`src/rtl/ps2_rx_frame.sv`:
```
// ---------------------------------------------------------------------------
// ps2_rx_frame
//
// PS/2 device-to-host frame receiver. Synchronizes the raw keyboard clock and
// data pins, glitch-filters the clock, and deframes 11-bit frames
// (start=0, 8 data bits LSB first, odd parity, stop=1). Each good byte is
// presented on `data` with a one-cycle `data_en` strobe; a discarded frame
// (bad stop bit, bad parity when enabled, or mid-frame timeout) produces a
// one-cycle `frame_err` strobe and leaves `data` untouched.
//
// Optional feature macro: PS2_RX_PARITY_CHECK_EN
//   defined   -> odd parity over data+parity bit is enforced at STOP
//   undefined -> parity bit is captured but ignored
//
// Parameters:
//   FILTER_LEN      consecutive equal synchronized clock samples needed before
//                   the filtered clock changes level (2..255)
//   TIMEOUT_CYCLES  system clocks without a sample event, mid-frame, before
//                   the frame is abandoned
//
// Ports:
//   Clock      in   system clock
//   nReset     in   asynchronous active-low reset
//   PS2_CLK    in   raw keyboard clock pin (idles high)
//   PS2_DAT    in   raw keyboard data pin (idles high)
//   data       out  [7:0] last valid received byte
//   data_en    out  one-cycle strobe, data updated this cycle
//   frame_err  out  one-cycle strobe, frame discarded
// ---------------------------------------------------------------------------
module ps2_rx_frame #(
  parameter int FILTER_LEN     = 8,
  parameter int TIMEOUT_CYCLES = 100000
) (
  input  logic       Clock,
  input  logic       nReset,
  input  logic       PS2_CLK,
  input  logic       PS2_DAT,
  output logic [7:0] data,
  output logic       data_en,
  output logic       frame_err
);

  localparam int TO_W = (TIMEOUT_CYCLES > 1) ? $clog2(TIMEOUT_CYCLES) : 1;
  localparam logic [TO_W-1:0] TO_LAST   = TO_W'(TIMEOUT_CYCLES - 1);
  localparam logic [TO_W-1:0] TO_ONE    = TO_W'(1);
  localparam logic [7:0]      FILT_LAST = 8'(FILTER_LEN - 1);

  typedef enum logic [1:0] {
    IDLE,
    DATA,
    PARITY,
    STOP
  } state_t;

  // -------------------------------------------------------------------------
  // Two-flop synchronizers; both chains reset to the idle-high pin level.
  // -------------------------------------------------------------------------
  logic [1:0] clk_sync;
  logic [1:0] dat_sync;
  logic       clk_s;
  logic       dat_s;

  // NOTE: sequential state is written with non-blocking assignments only, so
  // every flop samples the pre-edge value of its neighbours.
  always_ff @(posedge Clock or negedge nReset) begin
    if (!nReset) begin
      clk_sync <= 2'b11;
      dat_sync <= 2'b11;
    end else begin
      clk_sync <= {clk_sync[0], PS2_CLK};
      dat_sync <= {dat_sync[0], PS2_DAT};
    end
  end

  assign clk_s = clk_sync[1];
  assign dat_s = dat_sync[1];

  // -------------------------------------------------------------------------
  // Glitch filter: filt_cnt counts consecutive samples that disagree with the
  // current filtered level; any agreeing sample restarts the count, so only a
  // run of FILTER_LEN differing samples flips the filtered clock.
  // -------------------------------------------------------------------------
  logic [7:0] filt_cnt;
  logic       filt_clk;
  logic       filt_prev;
  logic       sample;

  always_ff @(posedge Clock or negedge nReset) begin
    if (!nReset) begin
      filt_cnt  <= 8'd0;
      filt_clk  <= 1'b1;
      filt_prev <= 1'b1;
    end else begin
      filt_prev <= filt_clk;
      if (clk_s == filt_clk) begin
        filt_cnt <= 8'd0;
      end else if (filt_cnt == FILT_LAST) begin
        filt_clk <= clk_s;
        filt_cnt <= 8'd0;
      end else begin
        filt_cnt <= filt_cnt + 8'd1;
      end
    end
  end

  // One-cycle event on the filtered 1->0 transition; PS2_DAT is sampled here.
  assign sample = filt_prev & ~filt_clk;

  // -------------------------------------------------------------------------
  // Deframing FSM
  // -------------------------------------------------------------------------
  state_t          state, state_n;
  logic [2:0]      bit_cnt, bit_cnt_n;
  logic [7:0]      shift, shift_n;
  logic            par_q, par_n;
  logic [TO_W-1:0] to_cnt, to_n;
  logic [7:0]      data_n;
  logic            en_n;
  logic            err_n;
  logic            parity_ok;

`ifdef PS2_RX_PARITY_CHECK_EN
  // Odd parity: data bits plus parity bit must contain an odd number of ones.
  assign parity_ok = ^{shift, par_q};
`else
  assign parity_ok = 1'b1;
`endif

  always_ff @(posedge Clock or negedge nReset) begin
    if (!nReset) begin
      state     <= IDLE;
      bit_cnt   <= 3'd0;
      shift     <= 8'd0;
      par_q     <= 1'b0;
      to_cnt    <= '0;
      data      <= 8'd0;
      data_en   <= 1'b0;
      frame_err <= 1'b0;
    end else begin
      state     <= state_n;
      bit_cnt   <= bit_cnt_n;
      shift     <= shift_n;
      par_q     <= par_n;
      to_cnt    <= to_n;
      data      <= data_n;
      data_en   <= en_n;
      frame_err <= err_n;
    end
  end

  // NOTE: every signal driven here gets a default first, so no path through
  // the case/if tree can leave one unassigned and infer a latch.
  always_comb begin
    state_n   = state;
    bit_cnt_n = bit_cnt;
    shift_n   = shift;
    par_n     = par_q;
    to_n      = to_cnt;
    data_n    = data;
    en_n      = 1'b0;
    err_n     = 1'b0;

    if (sample) begin
      // A sample event always beats a coincident timeout expiry.
      to_n = '0;
      unique case (state)
        IDLE: begin
          if (!dat_s) begin
            state_n   = DATA;
            bit_cnt_n = 3'd0;
          end
        end
        DATA: begin
          shift_n[bit_cnt] = dat_s;
          bit_cnt_n        = bit_cnt + 3'd1;
          if (bit_cnt == 3'd7) begin
            state_n = PARITY;
          end
        end
        PARITY: begin
          par_n   = dat_s;
          state_n = STOP;
        end
        STOP: begin
          if (dat_s && parity_ok) begin
            data_n = shift;
            en_n   = 1'b1;
          end else begin
            err_n = 1'b1;
          end
          state_n = IDLE;
        end
        default: state_n = IDLE;
      endcase
    end else if (state != IDLE) begin
      if (to_cnt == TO_LAST) begin
        state_n   = IDLE;
        err_n     = 1'b1;
        bit_cnt_n = 3'd0;
        to_n      = '0;
      end else begin
        to_n = to_cnt + TO_ONE;
      end
    end else begin
      to_n = '0;
    end
  end

endmodule

```
`config.mk`:
```
export PLATFORM = sky130hd
export DESIGN_NAME = ps2_rx_frame
export DESIGN_NICKNAME = d
export VERILOG_FILES = /design/src/rtl/ps2_rx_frame.sv
export SDC_FILE = /design/constraint.sdc
export NUM_CORES = 1
export LEC_CHECK = 0
export CAP_MARGIN = 20
export CORE_ASPECT_RATIO = 2
export CORE_MARGIN = 5
export CORE_UTILIZATION = 45
export CTS_CLUSTER_SIZE = 8
export DETAILED_ROUTE_END_ITERATION = 6
export DONT_BUFFER_PORTS = 1
export GPL_ROUTABILITY_DRIVEN = 0
export GPL_TIMING_DRIVEN = 0
export HOLD_SLACK_MARGIN = 0.05
export PLACE_DENSITY = 0.6
export REMOVE_ABC_BUFFERS = 1
export SYNTH_ARGS = -nofsm -noshare
export SYNTH_HDL_FRONTEND = slang
export SYNTH_SLANG_ARGS = --single-unit
```
`constraint.sdc`:
```
create_clock -name Clock -period 2.1 [get_ports Clock]
set_clock_uncertainty 0.05 [all_clocks]
set_input_delay 0.63 -clock Clock [delete_from_list [all_inputs] [get_ports Clock]]
set_output_delay 0.63 -clock Clock [all_outputs]
set_load 0.01 [all_outputs]
```
Yosys cells after proc, flatten, opt, wreduce, memory -nomap -nowiden
Cells that the tools add are included.
Word-level totals
  flip-flop bits (word level): 54
  word-level logic and storage cells: 67
Cells by class
  add/subtract/negate cells: 3
  magnitude comparators: 2
  equality and inequality tests: 10
  muxes and demuxes: 27
  bitwise gates (word level): 3
  reduce and logical (&&, ||, !) cells: 10
Operators by type and width (count)
  $mux W17: 3
  $add A17 B1 Y17 const B: 1
  $eq A17 B17 Y1 const B: 1
  $mux W8: 2
  $mux W3: 4
  $mux W2: 5
  $mux W1: 9
  $add A8 B1 Y8 const B: 1
  $bwmux W8: 1
  $eq A8 B3 Y1 const B: 1
  $pmux W2 S4: 1
  $reduce_and A4 Y1: 2
  $ne A3 B3 Y1 const B: 2
  $pmux W3 S2: 1
  $reduce_bool A2 Y1: 3
  $eq A2 B2 Y1 const B: 2
  $lt A3 B4 Y1 const B: 1
  $reduce_and A2 Y1: 2
  $add A3 B1 Y3 const B: 1
  $demux W1 S3: 1
  $eq A3 B3 Y1 const B: 1
  $ge A3 B1 Y1 const B: 1
  $ne A3 B1 Y1 const B: 1
  $reduce_and A3 Y1: 1
  other kinds (6): 7

Logic depth before layout (Yosys ltp)
Gate-level depths: netlist of run 1.
  depth after elaboration: 5
  gate-level depth with buffers: 7

Worst setup path before layout of run 1
OpenSTA, ideal clock, no wires.
  path kind: reg-to-reg
  from: register to_cnt[3]
  to: register to_cnt[6]
  setup time: 119 ps
  arrival: 1513 ps
  data required time: 1931 ps
  setup slack: 418 ps
  stages on the path, launching flop included: 6
  path buffers: 1
  period minus slack after synthesis: 1682 ps
  path through: dfrtp_1 nand2_1 or4_4 o211ai_2 buf_4 nor2_1
Between the ends
  cells in the longest elaborated chain, start to end: 4
Ends and longest elaborated chain
  start, declared: RTL line 116  | logic [TO_W-1:0] to_cnt, to_n;
  start signal, assigned: RTL line 144  | to_cnt <= to_n;
  $add A17 B1 Y17 / $eq A17 B17 Y1 (equally long branches): RTL line 202, 196
  $mux W17 *: RTL line 196  | if (to_cnt == TO_LAST) begin
  $mux W17 *: RTL line 195  | end else if (state != IDLE) begin
  $mux W17 *: RTL line 163  | if (sample) begin
  net to_n[6]: RTL line 116
Mark *: on every way through the listed nets, which the timed path passes. The rest lies on a longest branch.
A chain may end at the register's enable or synchronous reset.

Worst setup path in the final report of run 1
  from: register filt_prev
  to: register data[3]
Between the ends
  cells in the longest elaborated chain, start to end: 2
Ends and longest elaborated chain
  start, declared: RTL line 85  | logic filt_prev;
  start signal, assigned: RTL line 94  | filt_prev <= filt_clk;
  $and A1 B1 Y1: RTL line 107  | assign sample = filt_prev & ~filt_clk;
  $reduce_and A3 Y1 (no line)
  end signal, assigned: RTL line 145  | data <= data_n;
  end, declared: RTL line 38  | output logic [7:0] data,
Every way passes these cells.

==> metrics.md, run 1 <==
| Metric | Value |
|---|---|
| Remaining DRCs | `0` |
| Syn Std Cell Area | `2500 µm²` |
| Detailed Route Iter0 Violations | `53` |
| Worst Hold Slack | `~0.087 ns` |
| Tot Pwr | `0.00278 W` |
| Power Dens Cells | `~1000 nW/µm²` |
| WP data arrival | `2.07 ns` |
| Layout net count | `241` |
| Hold Path Class | `in2async` |
| Crit start category | `flip-flop` |
| Initial antenna violation count | `0` |
| FF+latch count, synth | `between 50 and 60` |
| Status | `finished, final reports clean` |
| Num CTS Buffers | `5` |
| Post-DR wirelength/cell | `15.4 µm` |
| Distinct cells, synth | `41` |
| Post-DP HPWL | `3.19 mm` |
| Slowest stage delay, CP | `0.54 ns` |
| Clock Path Buffers | `2` |
| Max_cap viols | `0` |
| Via count | `1,622` |
| Initial Util | `a little under half` |
| Leak | `about 1.2 nW` |
| Peak VDD IR | `620 µV` |
| Cells along the critical path | `nor2b_1 -> nand3_1 -> mux2_2` |
| Die Span Y | `115 µm` |
| Relative slew margins | `64.1%` |
| DP Cell Count | `between 200 and 300` |
| Unrepaired setup endpoints after global routing | `true` |
| Register area share after synthesis | `~54%` |
| Achievable Freq | `about 0.52 GHz` |
| Final ANT Viol Nets | `0` |
| Core area | `5420 µm²` |
| Largest net degree at the start of global routing | `49` |
| Number of detailed-route iterations in the first pass | `4` |
| First-pass GRT wire length | `slightly above 8 mm` |
| Final Max Slew Viols | `0` |
| Post-Layout Cell Count | `290` |
| Vias in the first global route | `between 1,500 and 2,000` |
| Ports | `14` |
| Worst-Skew Late Latency | `around 0.32 ns` |
| Grt total ovfl | `0` |
| Diodes inserted | `0` |
| Crit path capture type | `flip-flop` |
| Setup WS pre-CTS | `between 0.06 and 0.07 ns` |
| Ys Warns | `0` |
| # clock sinks | `54` |
| Avg Cell Area, Syn | `about 11 µm²` |
| Global Route Usage Sum | `between 10% and 20%` |
| CP Class | `reg2reg` |
| Tcrit/Tclk final | `just over 90%` |
| CTS tree | `built` |
| Area grow syn2layout | `8.20%` |
| Crit path max-delay cell type | `dfstp_2` |
| Endpoints failing setup | `0` |
| Reg-to-reg slack, setup | `0.18 ns` |
| Die area | `just over 7000 µm²` |
| Fraction of layout cells with a size suffix above 1 | `between 10% and 20%` |
| Hold Vio Cnt, Final | `0` |
| Crit-path max FO | `9` |
| Cells after Synth | `226` |
| WP data required | `2.25 ns` |
| Reg clk slew, reported paths | `0.10 ns` |
| Die X | `~63 µm` |
| Min Tclk post-route | `approximately 1.9 ns` |
| CTS H-tree lvls | `2` |
| Num rows | `38` |
| Vias per cell | `5.59` |
| Slew @ Worst Pin | `between 0.5 and 0.6 ns` |
| Total Neg Setup Slack | `0 ns` |
| Post-CTS setup buffers | `0` |
| DRT Wirelength | `approximately 4.5 mm` |
| IO buf count | `0` |
| PnR worst setup slack | `0.181 ns` |
| CTS Root Cell | `clkbuf_8` |
==> flip-flops by register name, indices dropped and copies added (netlist names) <==
signal	flops
to_cnt	17
data	8
filt_cnt	8
shift	8
bit_cnt	3
clk_sync	2
dat_sync	2
state	2
data_en	1
filt_clk	1
filt_prev	1
frame_err	1
==> worst max-delay path, delay by kind of cell (launching register included) <==
family,cells,cell delay [ns]
muxes,1,0.40
and+or+nand+nor,2,0.83
DFF,1,0.54
==> power breakdown <==
part	switching, W	internal [W]	leakage, nW	total, W
clock	0.000346	0.000361	0.0587	0.000708
combinational	0.000404	0.000272	0.432	0.000676
sequential	0.000180	0.00121	0.711	0.00139
==> layer usage <==
layer / track usage (%) / vias to the layer above / part of all wire [%]
met5: 0 / - / 0
met4: 7.22 / 0 / 2.4
met3: 2.62 / 6 / 2.8
met2: 27.3 / 19 / 58
met1: 14.0 / 802 / 37
li1: - / 795 / -
==> final cells by class <==
class / instances / area [µm²]
clock buffers: 5 / 68.8
clock inverters: 3 / 47.5
fillers: 512 / 2710
inverters: 13 / 48.8
multi-input cells: 154 / 1080
flip-flops and latches: 54 / 1360
well taps: 60 / 75.1
repair buffers: 1 / 27.5
==> cells by family after synthesis <==
family,after synthesis,share of synthesized area (%)
flip-flops,54,54.3
AO/OA/AOI/OAI,24,6.20
XOR/XNOR,17,5.95
AND/OR/NAND/NOR,87,18.7
multiplexers,18,8.05
adder cells (fa/ha/maj),8,4.00
buffers and inverters,18,2.85
==> cell usage after synthesis <==
| cell type | count | share of area (%) |
|---|---|---|
| ha_1 | 8 | 4.0 |
| clkbuf_1 | 4 | 0.60 |
| mux2_2 | 17 | 7.6 |
| and3_1 | 2 | 0.50 |
| buf_4 | 1 | 0.30 |
| nand4_1 | 2 | 0.50 |
| mux2i_1 | 1 | 0.40 |
| inv_1 | 13 | 1.9 |
| nor2_1 | 26 | 3.9 |
| a211oi_1 | 2 | 0.60 |
| or2_2 | 1 | 0.25 |
| or4_1 | 5 | 1.5 |
| nor3_1 | 9 | 1.8 |
| nand3b_1 | 1 | 0.30 |
| nor4_1 | 1 | 0.25 |
| nor3b_1 | 1 | 0.30 |
| o31ai_1 | 3 | 0.90 |
| and4_1 | 1 | 0.35 |
| nand3_1 | 16 | 3.2 |
| o21ai_0 | 7 | 1.4 |
| nand3_4 | 1 | 0.70 |
| or4_4 | 2 | 0.90 |
| a21oi_1 | 6 | 1.2 |
| dfrtp_1 | 48 | 48 |
| nand2_1 | 9 | 1.3 |
| o2111ai_1 | 1 | 0.35 |
| nor2b_1 | 1 | 0.25 |
| xor2_1 | 4 | 1.4 |
| o211ai_2 | 1 | 0.50 |
| and3_2 | 1 | 0.30 |
| a22o_1 | 1 | 0.35 |
| a22oi_1 | 2 | 0.60 |
| xnor2_1 | 13 | 4.5 |
| or3b_2 | 1 | 0.35 |
| nor4b_1 | 1 | 0.35 |
| o211ai_1 | 1 | 0.30 |
| nand3_2 | 1 | 0.40 |
| dfstp_2 | 6 | 6.3 |
| or2_0 | 1 | 0.25 |
| nand2b_1 | 2 | 0.50 |
| or3_1 | 2 | 0.50 |
==> repair_timing <==
action,4_1_cts,5_1_grt
hold buffers,1,0
gates resized for setup,0,1
endpoints found under the setup margin,0,19
hold endpoints to repair,48,0
==> layout by cell type, fill, tap and decap left out, types with 2 or more instances in the layout <==
cell,instances
dfrtp_1,48
nor2_1,26
mux2_2,17
nand3_1,16
inv_1,13
xnor2_1,13
nand2_1,9
nor3_1,9
ha_1,8
o21ai_0,7
a21oi_1,6
dfstp_2,6
or4_1,5
clkbuf_8,5
xor2_1,4
o31ai_1,3
or4_4,2
nand4_1,2
or3_1,2
nand2b_1,2
and3_1,2
a211oi_1,2
a22oi_1,2
==> through the flow <==
| stage | area (µm²) | util [%] |
|---|---|---|
| 2_1_floorplan | 2480 | - |
| 4_1_cts | 2700 | 49.8 |
| 3_3_place_gp | 2560 | 47.2 |
| 5_1_grt | 2710 | 50.0 |
| 3_5_place_dp | 2560 | 47.2 |
| 6_report | 2710 | 50.0 |
==> path summary, 6_finish.rpt <==
check / cells after the start / endpoint / start
worst max register to register: 3 / data[3]$_DFFE_PN0P_ / filt_prev$_DFF_PN1_
max in group asynchronous: 1 / to_cnt[12]$_DFF_PN0_ / nReset
worst max-delay path: 3 / data[3]$_DFFE_PN0P_ / filt_prev$_DFF_PN1_
worst min-delay path: 0 / dat_sync[1]$_DFF_PN1_ / nReset
worst min register to register: 0 / dat_sync[1]$_DFF_PN1_ / dat_sync[0]$_DFF_PN1_
min in group Clock: 0 / dat_sync[0]$_DFF_PN1_ / PS2_DAT
No activity file was read; power rests on OpenSTA's default activity.
==> run 2: changes to the inputs <==
Settings changed: CTS_CLUSTER_SIZE 8 to not set.
==> results of run 2 <==
No change in the layout: final DEF, timing and power equal those of run 1.
==> run 3: changes to the inputs <==
Settings changed: CORE_UTILIZATION 45 to 62, PLACE_DENSITY 0.6 to 0.75, SLEW_MARGIN set to 20.
==> metrics.md, run 3 (same netlist as run 1, synthesis figures left out) <==
| Metric | Value |
|---|---|
| Sequential share of power | `51.7% (+1.5 points)` |
| Vias in the first global route | `1,768 (+1.8%)` |
| Crit-path max FO | `5 (-4)` |
| Top reg by flops | `to_cnt` |
| Sw Share | `35.9% (+2.4 points)` |
| WP data required | `2.26 ns (about the same)` |
| Area grow syn2layout | `6.95%` |
| Reg-to-reg slack, setup | `0.17 ns (about the same)` |
| Placed Instance Area | `2540 µm² (-0.44%)` |
| Power Dens Cells | `1010 nW/µm² (-1.4%)` |
| Endpoints failing setup | `0 (unchanged)` |
| R2R depth | `6 (+3)` |
| Most common cell after layout, fill and taps aside | `dfrtp_1` |
| Int Pwr | `0.00174 W (-6.1%)` |
| Number of detailed-route iterations in the first pass | `4 (unchanged)` |
| Num CTS Buffers | `5 (unchanged)` |
| Crit start category | `flip-flop` |
| Fraction of layout cells with a size suffix above 1 | `17.8% (+0.43 points)` |
| Final Max Slew Viols | `0 (unchanged)` |
| Vias per cell | `5.92 (+5.8%)` |
| RR Endpoint | `shift[2]$_DFFE_PN0P_` |
| Reg clk slew, reported paths | `0.11 ns (about the same)` |
| Via count | `1,663 (+2.5%)` |
| Leak | `1.19 nW (-1.2%)` |
| NetSw | `0.000971 W (+4.4%)` |
| DRT Wirelength | `4.80 mm (+7.5%)` |
| Detailed Route Iter0 Violations | `51 (-3.8%)` |
| WP data arrival | `2.09 ns (+0.02 ns)` |
| Worst-Skew Late Latency | `0.32 ns (about the same)` |
| Clock Path Buffers | `2 (unchanged)` |
| Die X | `54.9 µm (-12%)` |
| Remaining DRCs | `0 (unchanged)` |
| Hold Vio Cnt, Final | `0 (unchanged)` |
| CTS Root Cell | `clkbuf_8` |
| Grt total ovfl | `0 (unchanged)` |
| Initial antenna violation count | `0 (unchanged)` |
| Fill cell count | `303 (-41%)` |
| Clock group share of total power | `22.2% (-3.3 points)` |
| Num rows | `32 (-16%)` |
| Global Route Usage Sum | `20.1% (+6.0 points)` |
| Largest net degree at the start of global routing | `49 (unchanged)` |
| Ports | `14 (unchanged)` |
| Layout net count | `241 (unchanged)` |
| Crit path capture type | `flip-flop` |
| Max_cap viols | `0 (unchanged)` |
| DP Cell Count | `272 (-3.2%)` |
| CTS tree | `built` |
| Status | `finished, final reports clean` |
| CP Class | `reg2reg` |
| Slew @ Worst Pin | `0.523 ns (-0.0131 ns)` |
| Tcrit/Tclk final | `91.8% (+0.37 points)` |
| Relative slew margins | `64.9% (+0.77 points)` |
| Die Span Y | `99.9 µm (-14%)` |
| Achievable Freq | `0.519 GHz (-0.41%)` |
| Initial Util | `64.5% (+18 points)` |
| Worst r2r src | `state[1]$_DFFE_PN0P_` |
| Final core utilization | `68.9% (+19 points)` |
| Total Neg Setup Slack | `0 ns (unchanged)` |
| Most frequent cells in the layout | `48 x dfrtp_1, 26 x nor2_1, 17 x mux2_2, 16 x nand3_1` |
| Hold Path Class | `in2async` |
| Die area | `5490 µm² (-24%)` |
| Peak VDD IR | `648 µV (+4.6%)` |
| CTS H-tree lvls | `2 (unchanged)` |
| # clock sinks | `54 (unchanged)` |
| Post-DP HPWL | `3.50 mm (+9.6%)` |
| First-pass GRT wire length | `8.03 mm (-0.52%)` |
| Max reg flops | `17 (unchanged)` |
| Combinational Power Share | `26.1% (+1.8 points)` |
| Final ANT Viol Nets | `0 (unchanged)` |
| Final Cell Area | `2680 µm² (-1.2%)` |
| Unrepaired setup endpoints after global routing | `false` |
| IO buf count | `0 (unchanged)` |
| Core area | `3880 µm² (-28%)` |
| Post-DR wirelength/cell | `17.1 µm (+11%)` |
| Post-Layout Cell Count | `281 (-3.1%)` |
| Diodes inserted | `0 (unchanged)` |
| Min Tclk post-route | `1.93 ns (+0.00781 ns)` |
run 3: cell count changes in the layout (fill, tap and decap cells not counted):
| cell | change |
|---|---|
| clkinvlp_4 | +1 |
| bufinv_16 | -1 |
| nor2b_2 | +1 |
| nor2b_1 | -1 |
run 3: how the worst max path moves through the flow:
stage	slack, ns	cells after the start	startpoint	endpoint
6_report	0.17	6	state[1]$_DFFE_PN0P_	shift[2]$_DFFE_PN0P_
5_1_grt	0.04	6	state[1]$_DFFE_PN0P_	shift[6]$_DFFE_PN0P_
4_1_cts	0.08	4	to_cnt[3]$_DFF_PN0_	to_cnt[6]$_DFF_PN0_
3_5_place_dp	0.08	4	to_cnt[3]$_DFF_PN0_	to_cnt[5]$_DFF_PN0_
3_3_place_gp	0.17	4	to_cnt[3]$_DFF_PN0_	to_cnt[11]$_DFF_PN0_
2_1_floorplan	0.39	4	to_cnt[3]$_DFF_PN0_	to_cnt[10]$_DFF_PN0_
run 3: layer usage:
layer / part of all wire, % / vias up / wire length (µm) / GRT usage [%]
li1: - / 792 / - / -
met3: 2.8 / 9 / 134 / 3.57
met5: 0 / - / 0 / 0
met1: 37 / 833 / 1770 / 21.2
met4: 1.9 / 0 / 91 / 7.68
met2: 58 / 29 / 2800 / 37.0
run 3: layout make-up:
cell class / instances / area, µm² / area share (%)
Tap cell: 51 / 63.8 / 2.38
Clock inverter: 3 / 25.0 / 0.935
Clock buffer: 5 / 68.8 / 2.57
Sequential cell: 54 / 1360 / 50.7
Inverter: 13 / 48.8 / 1.82
Timing Repair Buffer: 1 / 27.5 / 1.03
Multi-Input combinational cell: 154 / 1080 / 40.5
run 3: power groups by stage:
stage / sequential (W) / clock [W] / combinational (W)
2_1_floorplan: 0.00137 / 0 / 0.000516
3_3_place_gp: 0.00140 / 0 / 0.000606
3_5_place_dp: 0.00141 / 0 / 0.000667
4_1_cts: 0.00139 / 0.000611 / 0.000693
5_1_grt: 0.00142 / 0.000651 / 0.000799
6_report: 0.00140 / 0.000602 / 0.000706
run 3: worst max-delay path, stage by stage, from the launching register on:
cell and delay, ns:
dfrtp_1 0.44, inv_1 0.11, ha_1 0.22, inv_1 0.08, nor3_1 0.45, nand3_1 0.19, mux2_2 0.30
run 3: metrics by stage:
| stage | hold WS (ns) | power [W] | setup slack (ns) |
|---|---|---|---|
| 3_5_place_dp | 0.286 | 0.00208 | 0.0845 |
| 3_3_place_gp | 0.286 | 0.00200 | 0.170 |
| 4_1_cts | 0.0836 | 0.00270 | 0.0782 |
| 2_1_floorplan | 0.284 | 0.00188 | 0.394 |
| 6_report | 0.0886 | 0.00271 | 0.173 |
| 5_1_grt | 0.0700 | 0.00287 | 0.0402 |
run 3: timing repair:
action,in CTS,in global routing
setup buffers,0,0
resized for setup,0,2
endpoints found under the setup margin,0,26
hold buffers,1,0
hold endpoints to repair,48,0
